<file path="config.mk">
export PLATFORM = sky130hd
export DESIGN_NAME = spi_mult_master_flat
export DESIGN_NICKNAME = d
export VERILOG_FILES = /design/src/rtl/spi_mult_master_pkg.sv /design/src/rtl/spi_mult_master_if.sv /design/src/rtl/spi_mult_master_sclk_gen.sv /design/src/rtl/spi_mult_master.sv /design/src/flat_wrapper.sv
export SDC_FILE = /design/constraint.sdc
export NUM_CORES = 1
export LEC_CHECK = 0
export CAP_MARGIN = 20
export CORE_ASPECT_RATIO = 1.1
export CORE_MARGIN = 5
export CORE_UTILIZATION = 41
export CTS_CLUSTER_SIZE = 10
export DETAILED_ROUTE_END_ITERATION = 7
export GPL_ROUTABILITY_DRIVEN = 0
export GPL_TIMING_DRIVEN = 0
export HOLD_SLACK_MARGIN = 0.05
export SLEW_MARGIN = 25
export SYNTH_ARGS = -nofsm -noshare
export SYNTH_HDL_FRONTEND = slang
export SYNTH_SLANG_ARGS = --single-unit
</file>
<file path="constraint.sdc">
create_clock -name clk -period 2.7 [get_ports clk]
set_clock_uncertainty 0.2 [all_clocks]
set_input_delay 0.54 -clock clk [delete_from_list [all_inputs] [get_ports clk]]
set_output_delay 0.54 -clock clk [all_outputs]
set_load 0.02 [all_outputs]
</file>
<file path="src/rtl/spi_mult_master_pkg.sv">
// Shared definitions for the multiplier SPI initiator: FSM states, CS polarity
// and the helper used to size the bit counter.
package spi_mult_master_pkg;

  typedef enum logic [2:0] {
    SM_IDLE = 3'd0,
    SM_SEND = 3'd1,
    SM_GAP  = 3'd2,
    SM_RECV = 3'd3,
    SM_DONE = 3'd4
  } sm_state_t;

  localparam logic CS_ACTIVE = 1'b1;

  function automatic int unsigned max3(input int unsigned a, input int unsigned b,
                                       input int unsigned c);
    int unsigned m;
    m = (a > b) ? a : b;
    return (m > c) ? m : c;
  endfunction

endpackage

</file>
<file path="src/rtl/spi_mult_master_if.sv">
// Host handshake plus SPI pins of the multiplier initiator. The master modport
// is the initiator's view; slave is the host/peripheral side.
interface spi_mult_master_if #(
  parameter int unsigned DATA_W = 8,
  parameter int unsigned RES_W  = 8
);
  logic              start;
  logic [DATA_W-1:0] tx_data;
  logic              busy;
  logic [RES_W-1:0]  result;
  logic              result_valid;
  logic              sclk;
  logic              cs;
  logic              mosi;
  logic              miso;

  modport master (
    input  start, tx_data, miso,
    output busy, result, result_valid, sclk, cs, mosi
  );

  modport slave (
    output start, tx_data, miso,
    input  busy, result, result_valid, sclk, cs, mosi
  );
endinterface

</file>
<file path="src/rtl/spi_mult_master_sclk_gen.sv">
// SCLK divider: toggles sclk every CLK_DIV clk cycles while enabled and
// strobes rise_tick/fall_tick in the cycle before each sclk transition.
module sclk_gen #(
  parameter int unsigned CLK_DIV = 2
) (
  input  logic clk,
  input  logic reset,
  input  logic en,
  output logic sclk,
  output logic rise_tick,
  output logic fall_tick
);

  localparam int unsigned CNT_W = (CLK_DIV > 1) ? $clog2(CLK_DIV) : 1;

  logic [CNT_W-1:0] cnt;
  logic             wrap;

  assign wrap      = (cnt == CNT_W'(CLK_DIV - 1));
  assign rise_tick = en & wrap & ~sclk;
  assign fall_tick = en & wrap & sclk;

  always_ff @(posedge clk or posedge reset) begin
    if (reset) begin
      cnt  <= '0;
      sclk <= 1'b0;
    end else if (!en) begin
      cnt  <= '0;
      sclk <= 1'b0;
    end else if (wrap) begin
      cnt  <= '0;
      sclk <= ~sclk;
    end else begin
      cnt <= cnt + 1'b1;
    end
  end

endmodule

</file>
<file path="src/rtl/spi_mult_master.sv">
// SPI initiator for the multiplier peripheral: sends one operand frame, idles
// SCLK through the compute gap, then shifts the product back in.
module spi_mult_master #(
  parameter int unsigned DATA_W     = 8,
  parameter int unsigned RES_W      = 8,
  parameter int unsigned CLK_DIV    = 2,
  parameter int unsigned WAIT_SCLKS = 16
) (
  input  logic              clk,
  input  logic              reset,
  spi_mult_master_if.master bus
);

  import spi_mult_master_pkg::*;

  localparam int unsigned BCW = $clog2(max3(DATA_W, WAIT_SCLKS, RES_W) + 1);

  sm_state_t         state_q, state_d;
  logic [BCW-1:0]    bitcnt_q;
  logic [DATA_W-1:0] tx_sh;
  logic [RES_W-1:0]  rx_sh;
  logic [RES_W-1:0]  result_q;

  logic accept;
  logic phase_done;
  logic active;
  logic sclk_w, rise_tick, fall_tick;

  sclk_gen #(.CLK_DIV(CLK_DIV)) u_sclk (
    .clk       (clk),
    .reset     (reset),
    .en        (active),
    .sclk      (sclk_w),
    .rise_tick (rise_tick),
    .fall_tick (fall_tick)
  );

  always_ff @(posedge clk or posedge reset) begin
    if (reset) state_q <= SM_IDLE;
    else       state_q <= state_d;
  end

  // Each phase ends on the falling edge that closes its last SCLK period.
  always_comb begin
    state_d    = state_q;
    accept     = 1'b0;
    phase_done = 1'b0;
    unique case (state_q)
      SM_IDLE: begin
        if (bus.start) begin
          accept  = 1'b1;
          state_d = SM_SEND;
        end
      end
      SM_SEND: begin
        phase_done = fall_tick && (bitcnt_q == BCW'(DATA_W - 1));
        if (phase_done) state_d = SM_GAP;
      end
      SM_GAP: begin
        phase_done = fall_tick && (bitcnt_q == BCW'(WAIT_SCLKS - 1));
        if (phase_done) state_d = SM_RECV;
      end
      SM_RECV: begin
        phase_done = fall_tick && (bitcnt_q == BCW'(RES_W - 1));
        if (phase_done) state_d = SM_DONE;
      end
      SM_DONE: begin
        if (bus.start) begin
          accept  = 1'b1;
          state_d = SM_SEND;
        end else begin
          state_d = SM_IDLE;
        end
      end
      default: state_d = SM_IDLE;
    endcase
  end

  always_ff @(posedge clk or posedge reset) begin
    if (reset) begin
      bitcnt_q <= '0;
      tx_sh    <= '0;
      rx_sh    <= '0;
      result_q <= '0;
    end else begin
      if (accept) begin
        tx_sh    <= bus.tx_data;
        bitcnt_q <= '0;
      end else if (fall_tick) begin
        bitcnt_q <= phase_done ? '0 : bitcnt_q + 1'b1;
        if (state_q == SM_SEND) tx_sh <= tx_sh << 1;
      end
      if (rise_tick && state_q == SM_RECV) rx_sh <= (rx_sh << 1) | RES_W'(bus.miso);
      if (state_q == SM_RECV && phase_done) result_q <= rx_sh;
    end
  end

  assign active           = (state_q == SM_SEND) || (state_q == SM_GAP) || (state_q == SM_RECV);
  assign bus.busy         = active;
  assign bus.cs           = active ? CS_ACTIVE : ~CS_ACTIVE;
  assign bus.sclk         = sclk_w;
  assign bus.mosi         = (state_q == SM_SEND) ? tx_sh[DATA_W-1] : 1'b0;
  assign bus.result       = result_q;
  assign bus.result_valid = (state_q == SM_DONE);

endmodule

</file>
<file path="src/flat_wrapper.sv">
// flat-port wrapper written by rule: the top's interface ports become plain ports
module spi_mult_master_flat import spi_mult_master_pkg::*;
#(
  parameter int unsigned DATA_W     = 8,
  parameter int unsigned RES_W      = 8,
  parameter int unsigned CLK_DIV    = 2,
  parameter int unsigned WAIT_SCLKS = 16
)
  (clk, reset, bus_start, bus_tx_data, bus_miso, bus_busy, bus_result, bus_result_valid, bus_sclk, bus_cs, bus_mosi);
  spi_mult_master_if #(.DATA_W(DATA_W), .RES_W(RES_W)) bus_i ();
  input  logic clk;
  input  logic reset;
  input wire logic [$bits(bus_i.start)-1:0] bus_start;
  input wire logic [$bits(bus_i.tx_data)-1:0] bus_tx_data;
  input wire logic [$bits(bus_i.miso)-1:0] bus_miso;
  output wire logic [$bits(bus_i.busy)-1:0] bus_busy;
  output wire logic [$bits(bus_i.result)-1:0] bus_result;
  output wire logic [$bits(bus_i.result_valid)-1:0] bus_result_valid;
  output wire logic [$bits(bus_i.sclk)-1:0] bus_sclk;
  output wire logic [$bits(bus_i.cs)-1:0] bus_cs;
  output wire logic [$bits(bus_i.mosi)-1:0] bus_mosi;
  assign bus_i.start = bus_start;
  assign bus_i.tx_data = bus_tx_data;
  assign bus_i.miso = bus_miso;
  assign bus_busy = bus_i.busy;
  assign bus_result = bus_i.result;
  assign bus_result_valid = bus_i.result_valid;
  assign bus_sclk = bus_i.sclk;
  assign bus_cs = bus_i.cs;
  assign bus_mosi = bus_i.mosi;
  spi_mult_master #(.DATA_W(DATA_W), .RES_W(RES_W), .CLK_DIV(CLK_DIV), .WAIT_SCLKS(WAIT_SCLKS)) u_core (.clk(clk), .reset(reset), .bus(bus_i));
endmodule
</file>
* Word level (Yosys, flattened, before mapping)
Index checks and enable logic that the tools add are counted.
** Storage, ports and cells
- Bits in registers :: 34
- Input port bits :: 12
- Word-level logic and storage cells :: 59
- Output and inout bits :: 13
** Cells by class
- Equal/unequal tests :: 11
- Muxes and demuxes :: 21
- Reduce and logical (&&, ||, !) cells :: 13
- Add/subtract/negate cells :: 2
- Bitwise gates (word level) :: 5
** Operators by type and width (count)
- $mux W8 :: 3
- $mux W5 :: 3
- $pmux W3 S5 :: 1
- $mux W3 :: 4
- $mux W1 :: 9
- $or A8 B1 Y8 :: 1
- $eq A3 B2 Y1 const B :: 2
- $ne A2 B1 Y1 const B :: 3
- $add A5 B1 Y5 const B :: 1
- $eq A5 B3 Y1 const B :: 1
- $eq A5 B4 Y1 const B :: 1
- $logic_and A1 B1 Y1 :: 4
- $ne A2 B2 Y1 const B :: 2
- $reduce_and A4 Y1 :: 1
- $reduce_bool A2 Y1 :: 2
- $reduce_or A2 Y1 :: 2
- $and A1 B1 Y1 :: 3
- $eq A3 B1 Y1 const B :: 1
- $eq A3 B3 Y1 const B :: 1
- $logic_not A3 Y1 :: 1
- $logic_or A1 B1 Y1 :: 2
- $pmux W1 S2 :: 1
- $reduce_and A2 Y1 :: 1
- $add A1 B1 Y1 const B :: 1
- $not A1 Y1 :: 1

* Longest topological paths before layout
- Depth in word-level cells :: 10
- Gate-level depth with buffers :: 7
- Depth with buffers taken out :: 7

* Cells and area by module
Synthesis repeated with hierarchy kept, for this count alone.
** Second synthesis, totals
- Cell total of the unflattened synthesis :: 121
- Area, all modules :: 1575.3 um2
** By module, submodules not included
- spi_mult_master :: times used 1, sequential area each 800.8 um2, cells each 112, area each 1482.7 um2
- sclk_gen :: times used 1, sequential area each 50.0 um2, cells each 9, area each 92.6 um2

* Least setup slack after synthesis
OpenSTA, ideal clock, no wires.
- Path kind :: register to register
- Start point :: register u_core.bitcnt_q[0]
- End point :: register u_core.bitcnt_q[3]
- Slack :: 0.799 ns
- Period minus slack after synthesis :: 1.901 ns
- Arrival :: 1.605 ns
- Buffers on the path :: 0
- Cell stages (with the launch flop) :: 8
- Cell sequence :: dfrtp_1 > ha_1 > and3_1 > ha_1 > nor2b_1 > o2111ai_1 > a21o_1 > o31ai_1
** Between the ends
- Cells in the longest elaborated chain, start to end :: 6
- Elaborated cells between the ends (all ways) :: 9
- Those cells by class :: add/sub: 1; eq/ne: 2; mux: 4; reduce/logical: 2
** Ends and longest elaborated chain
- start, declared :: line spi_mult_master.sv:19 : logic [BCW-1:0] bitcnt_q;
- start signal, assigned :: line spi_mult_master.sv:90 : bitcnt_q <= phase_done ? '0 : bitcnt_q + 1'b1;
- parallel branches: the longest is 3 deep, another holds $add A5 B1 Y5
- $mux W5 (*) :: line spi_mult_master.sv:90
- $mux W5 (*) :: line spi_mult_master.sv:89 : end else if (fall_tick) begin
- $mux W5 (*) :: line spi_mult_master.sv:86 : if (accept) begin
Every way passes the cells marked *. The select of a mux whose other input is x is not followed.
A chain may end at the register's enable or synchronous reset.

* Worst setup path after layout
- Start point :: register u_core.state_q[0]
- End point :: output bus_cs
** Between the ends
- Cells in the longest elaborated chain, start to end :: 4
- Elaborated cells between the ends (all ways) :: 6
- Those cells by class :: eq/ne: 3; mux: 1; reduce/logical: 2
** Ends and longest elaborated chain
- start, declared :: line spi_mult_master.sv:18 : sm_state_t state_q, state_d;
- start signal, assigned :: line spi_mult_master.sv:40 : else state_q <= state_d;
- $eq A3 B1 Y1 / $eq A3 B2 Y1 (equally long branches) :: line spi_mult_master.sv:98 : assign active = (state_q == SM_SEND) || (state_q == SM_GAP) || (state_q == SM_RECV);
- $logic_or A1 B1 Y1 :: line spi_mult_master.sv:98
- $logic_or A1 B1 Y1 (*) :: line spi_mult_master.sv:98
- $mux W1 (*) :: line spi_mult_master.sv:100 : assign bus.cs = active ? CS_ACTIVE : ~CS_ACTIVE;
- end, declared :: line flat_wrapper.sv:20 : output wire logic [$bits(bus_i.cs)-1:0] bus_cs;
Every way passes the cells marked *; elsewhere a longest branch is shown, timed or not.

==> run_results.csv <==
group,metric,value,unit
placement,place.port_buffers,24,
setup_path,start_kind,"flip-flop",
sta,slew_headroom,53.48,%
placement,dp_hpwl,2215,um
synthesis,synth_nets,143,
power,power_leakage,0.9340,nW
floorplanning,pin_count,25,
synthesis,synth_cell_type_count,35,
min_path,min_path_type,"reg -> reg",
synthesis,synthCells,129,
route,wirelength,3026,um
sta,hold_viol,0,
sta,rsz0062_at_grt,"false",
synthesis,async_flop_share,100.0,%
power,p_per_area,469.3,mW/mm2
sta,timing.final.ws_setup,0.1480,ns
route,antenna_left,0,
route,drc_errors,0,
global_route,grt_use_total,14.09,%
clocking,clk_pin_slew,0.07,ns
synthesis,yosysMostFrequentCell,"dfrtp_1",
synthesis,synthFlopType,"dfrtp_1",
clocking,cts_made_buffers,5,
setup_path,crit_arrival,1.81,ns
synthesis,yosys_warnings,0,
layout,final_area,0.001948,mm2
route,vias_per_cell,4.853,
power,power,914.3,uW
synthesis,yosysTopAreaCell,"dfrtp_1",
placement,placed_area,0.001853,mm2
sta,layout_worst_path_cycle_share,94.52,%
clocking,cts.sinks,34,
sta,maxSlewViolCount,0,
synthesis,netlist.area_leader.share,54.88,%
floorplanning,fp-row-count,23,
clocking,cts_root_buf,"clkbuf_8",
sta,worstMarginPinSlew,0.6968,ns
sta,holdWs,0.2827,ns
setup_path,cp_data_required_time,1.96,ns
global_route,grt_max_degree,35,
power,power_frac_clock,41.3,%
setup_path,end_kind,"primary output",
layout,diodes,0,
setup_path,crit_type,"reg -> out",
floorplanning,die_h,74.49,um
synthesis,synthesis.area,0.001550,mm2
setup_path,crit_fanout,10,
layout,fill_cells,344,
route,via_count,1024,
route,drt_first_pass_iters,3,
sta,report.final.setup_viol,0,
synthesis,synth.avg_cell_area,12.02,um2
floorplanning,initial_core_util,42.42,%
sta,min_period,2.552,ns
clocking,htree_levels,2,
clocking,cts_tree,"built",
layout,drive_gt1_share,12.42,%
floorplanning,die_width,68.63,um
global_route,grt_pass1_wl,5161,um
floorplanning,die_area,0.005112,mm2
layout,fin_nets,174,
clocking,ctsHoldBuffers,0,
synthesis,synth_edf_count,0,
clocking,cts_buffer_depth,2,
layout,area_delta_synth_final,25.67,%
placement,pre_cts_ws,0.3286,ns
global_route,grt_remaining_overflow,0,
synthesis,ys_seq_area_share,54.88,%
clocking,clkLatencyLatePin,0.28,ns
route,wl_per_cell,14.34,um
route,first_iter_violations,27,
synthesis,synth_seq_cells,34,
power,swShare,20.24,%
global_route,grt_pass1_vias,1133,
flow_run,maxCapViolCount,0,
floorplanning,coreArea,0.003655,mm2
sta,fin_tns_setup,0,ns
sta,fmax,0.3919,GHz
power,power_frac_comb,2.9,%
power,p_int,729.2,uW
power,ir_drop,0.0003934,V
global_route,antenna_found_initial,0,
synthesis,ys_top_cells_by_count,"dfrtp_1, mux2_1, nand2_1, mux2i_1, o21ai_1",
synthesis,yosys-top-cells-area,"dfrtp_1, mux2_1, mux2i_1",
power,power.switching,185.1,uW
power,p_seq_share,55.7,%
status,status,"completed",
placed cells by master (no fill, tap or decap), drive strengths merged, types with 5 or more instances in the layout:
cell type      count
clkdlybuf4s50     24
dfrtp             34
inv                5
mux2              16
nand2             11
clkbuf             7
mux2i              8
buf                7
o21ai              8
nor2               6
cells by family (layout without fill, tap and decap cells):
family / count (synthesis) / in the layout / synth area share (%)
compound gates: 18 / 18 / 7.587
buf+inv: 12 / 44 / 4.197
mux: 24 / 24 / 16.79
xor+xnor: 2 / 2 / 1.130
simple gates: 37 / 37 / 13.80
fa+ha+maj: 2 / 2 / 1.614
flops: 34 / 34 / 54.88
per-layer routing:
| layer | global-route usage, % | wire [um] | share of wire [%] | vias to the layer above |
|---|---|---|---|---|
| li1 | - | - | - | 510 |
| met1 | 15.29 | 1237 | 41 | 490 |
| met2 | 23.75 | 1564 | 52 | 20 |
| met3 | 5.589 | 160 | 5.3 | 4 |
| met4 | 6.623 | 63 | 2.1 | 0 |
| met5 | 0 | 0 | 0 | - |
power groups by stage:
stage | sequential (mW) | combinational [mW] | clock (mW)
4_1_cts | 0.509 | 0.0281 | 0.399
3_3_place_gp | 0.519 | 0.0269 | 0
3_5_place_dp | 0.519 | 0.0278 | 0
6_report | 0.509 | 0.0269 | 0.378
2_1_floorplan | 0.519 | 0.00814 | 0
5_1_grt | 0.509 | 0.0303 | 0.429
worst paths after layout:
kind                                           start                   end  slack [ns]  depth (start not counted)
worst max-delay path               u_core.state_q[0]                bus_cs        0.15                          5
worst min-delay path            u_core.bus.result[3]  u_core.bus.result[3]        0.28                          1
worst max register to register    u_core.bitcnt_q[0]    u_core.bitcnt_q[3]        0.59                          7
worst min register to register  u_core.bus.result[3]  u_core.bus.result[3]        0.28                          1
max in group asynchronous                      reset  u_core.bus.result[4]        1.36                          2
min in group asynchronous                      reset  u_core.bus.result[6]        0.49                          2
through the flow:
stage | utilization [%] | cells
final | 53.30 | 211
after global routing | 53.30 | 211
after CTS | 53.30 | 211
after global placement | 50.70 | 203
after detailed placement | 50.70 | 203
after floorplan | - | 129
worst max-delay path, stage by stage (launching register included):
cell and delay (ns):
dfrtp_1 0.36, buf_2 0.18, o21bai_2 0.27, inv_2 0.06, buf_4 0.13, clkdlybuf4s50_1 0.53
registers in the layout (all words and copies together), names as in the netlist:
signal / cells
u_core.tx_sh: 8
u_core.rx_sh: 8
u_core.bus.result: 8
u_core.u_sclk.cnt: 1
u_core.state_q: 3
u_core.bitcnt_q: 5
u_core.u_sclk.sclk: 1
what timing repair did:
action / 4_1_cts / 5_1_grt
setup buffers: 0 / 0
hold endpoints to repair: 0 / 0
endpoints found under the setup margin: 1 / 0
resized for setup: 1 / 0
final cells by class:
cell class | instances | area [um2] | share of cell area (%)
flip-flops and latches | 34 | 850.8 | 43.67
multi-input cells | 83 | 638.1 | 32.76
repair buffers | 24 | 240.2 | 12.33
clock buffers | 7 | 86.33 | 4.432
well taps | 50 | 62.56 | 3.211
plain buffers | 7 | 46.29 | 2.376
inverters | 5 | 18.77 | 0.9634
clock inverters | 1 | 5.005 | 0.2569
(Power assumes the default switching activity.)
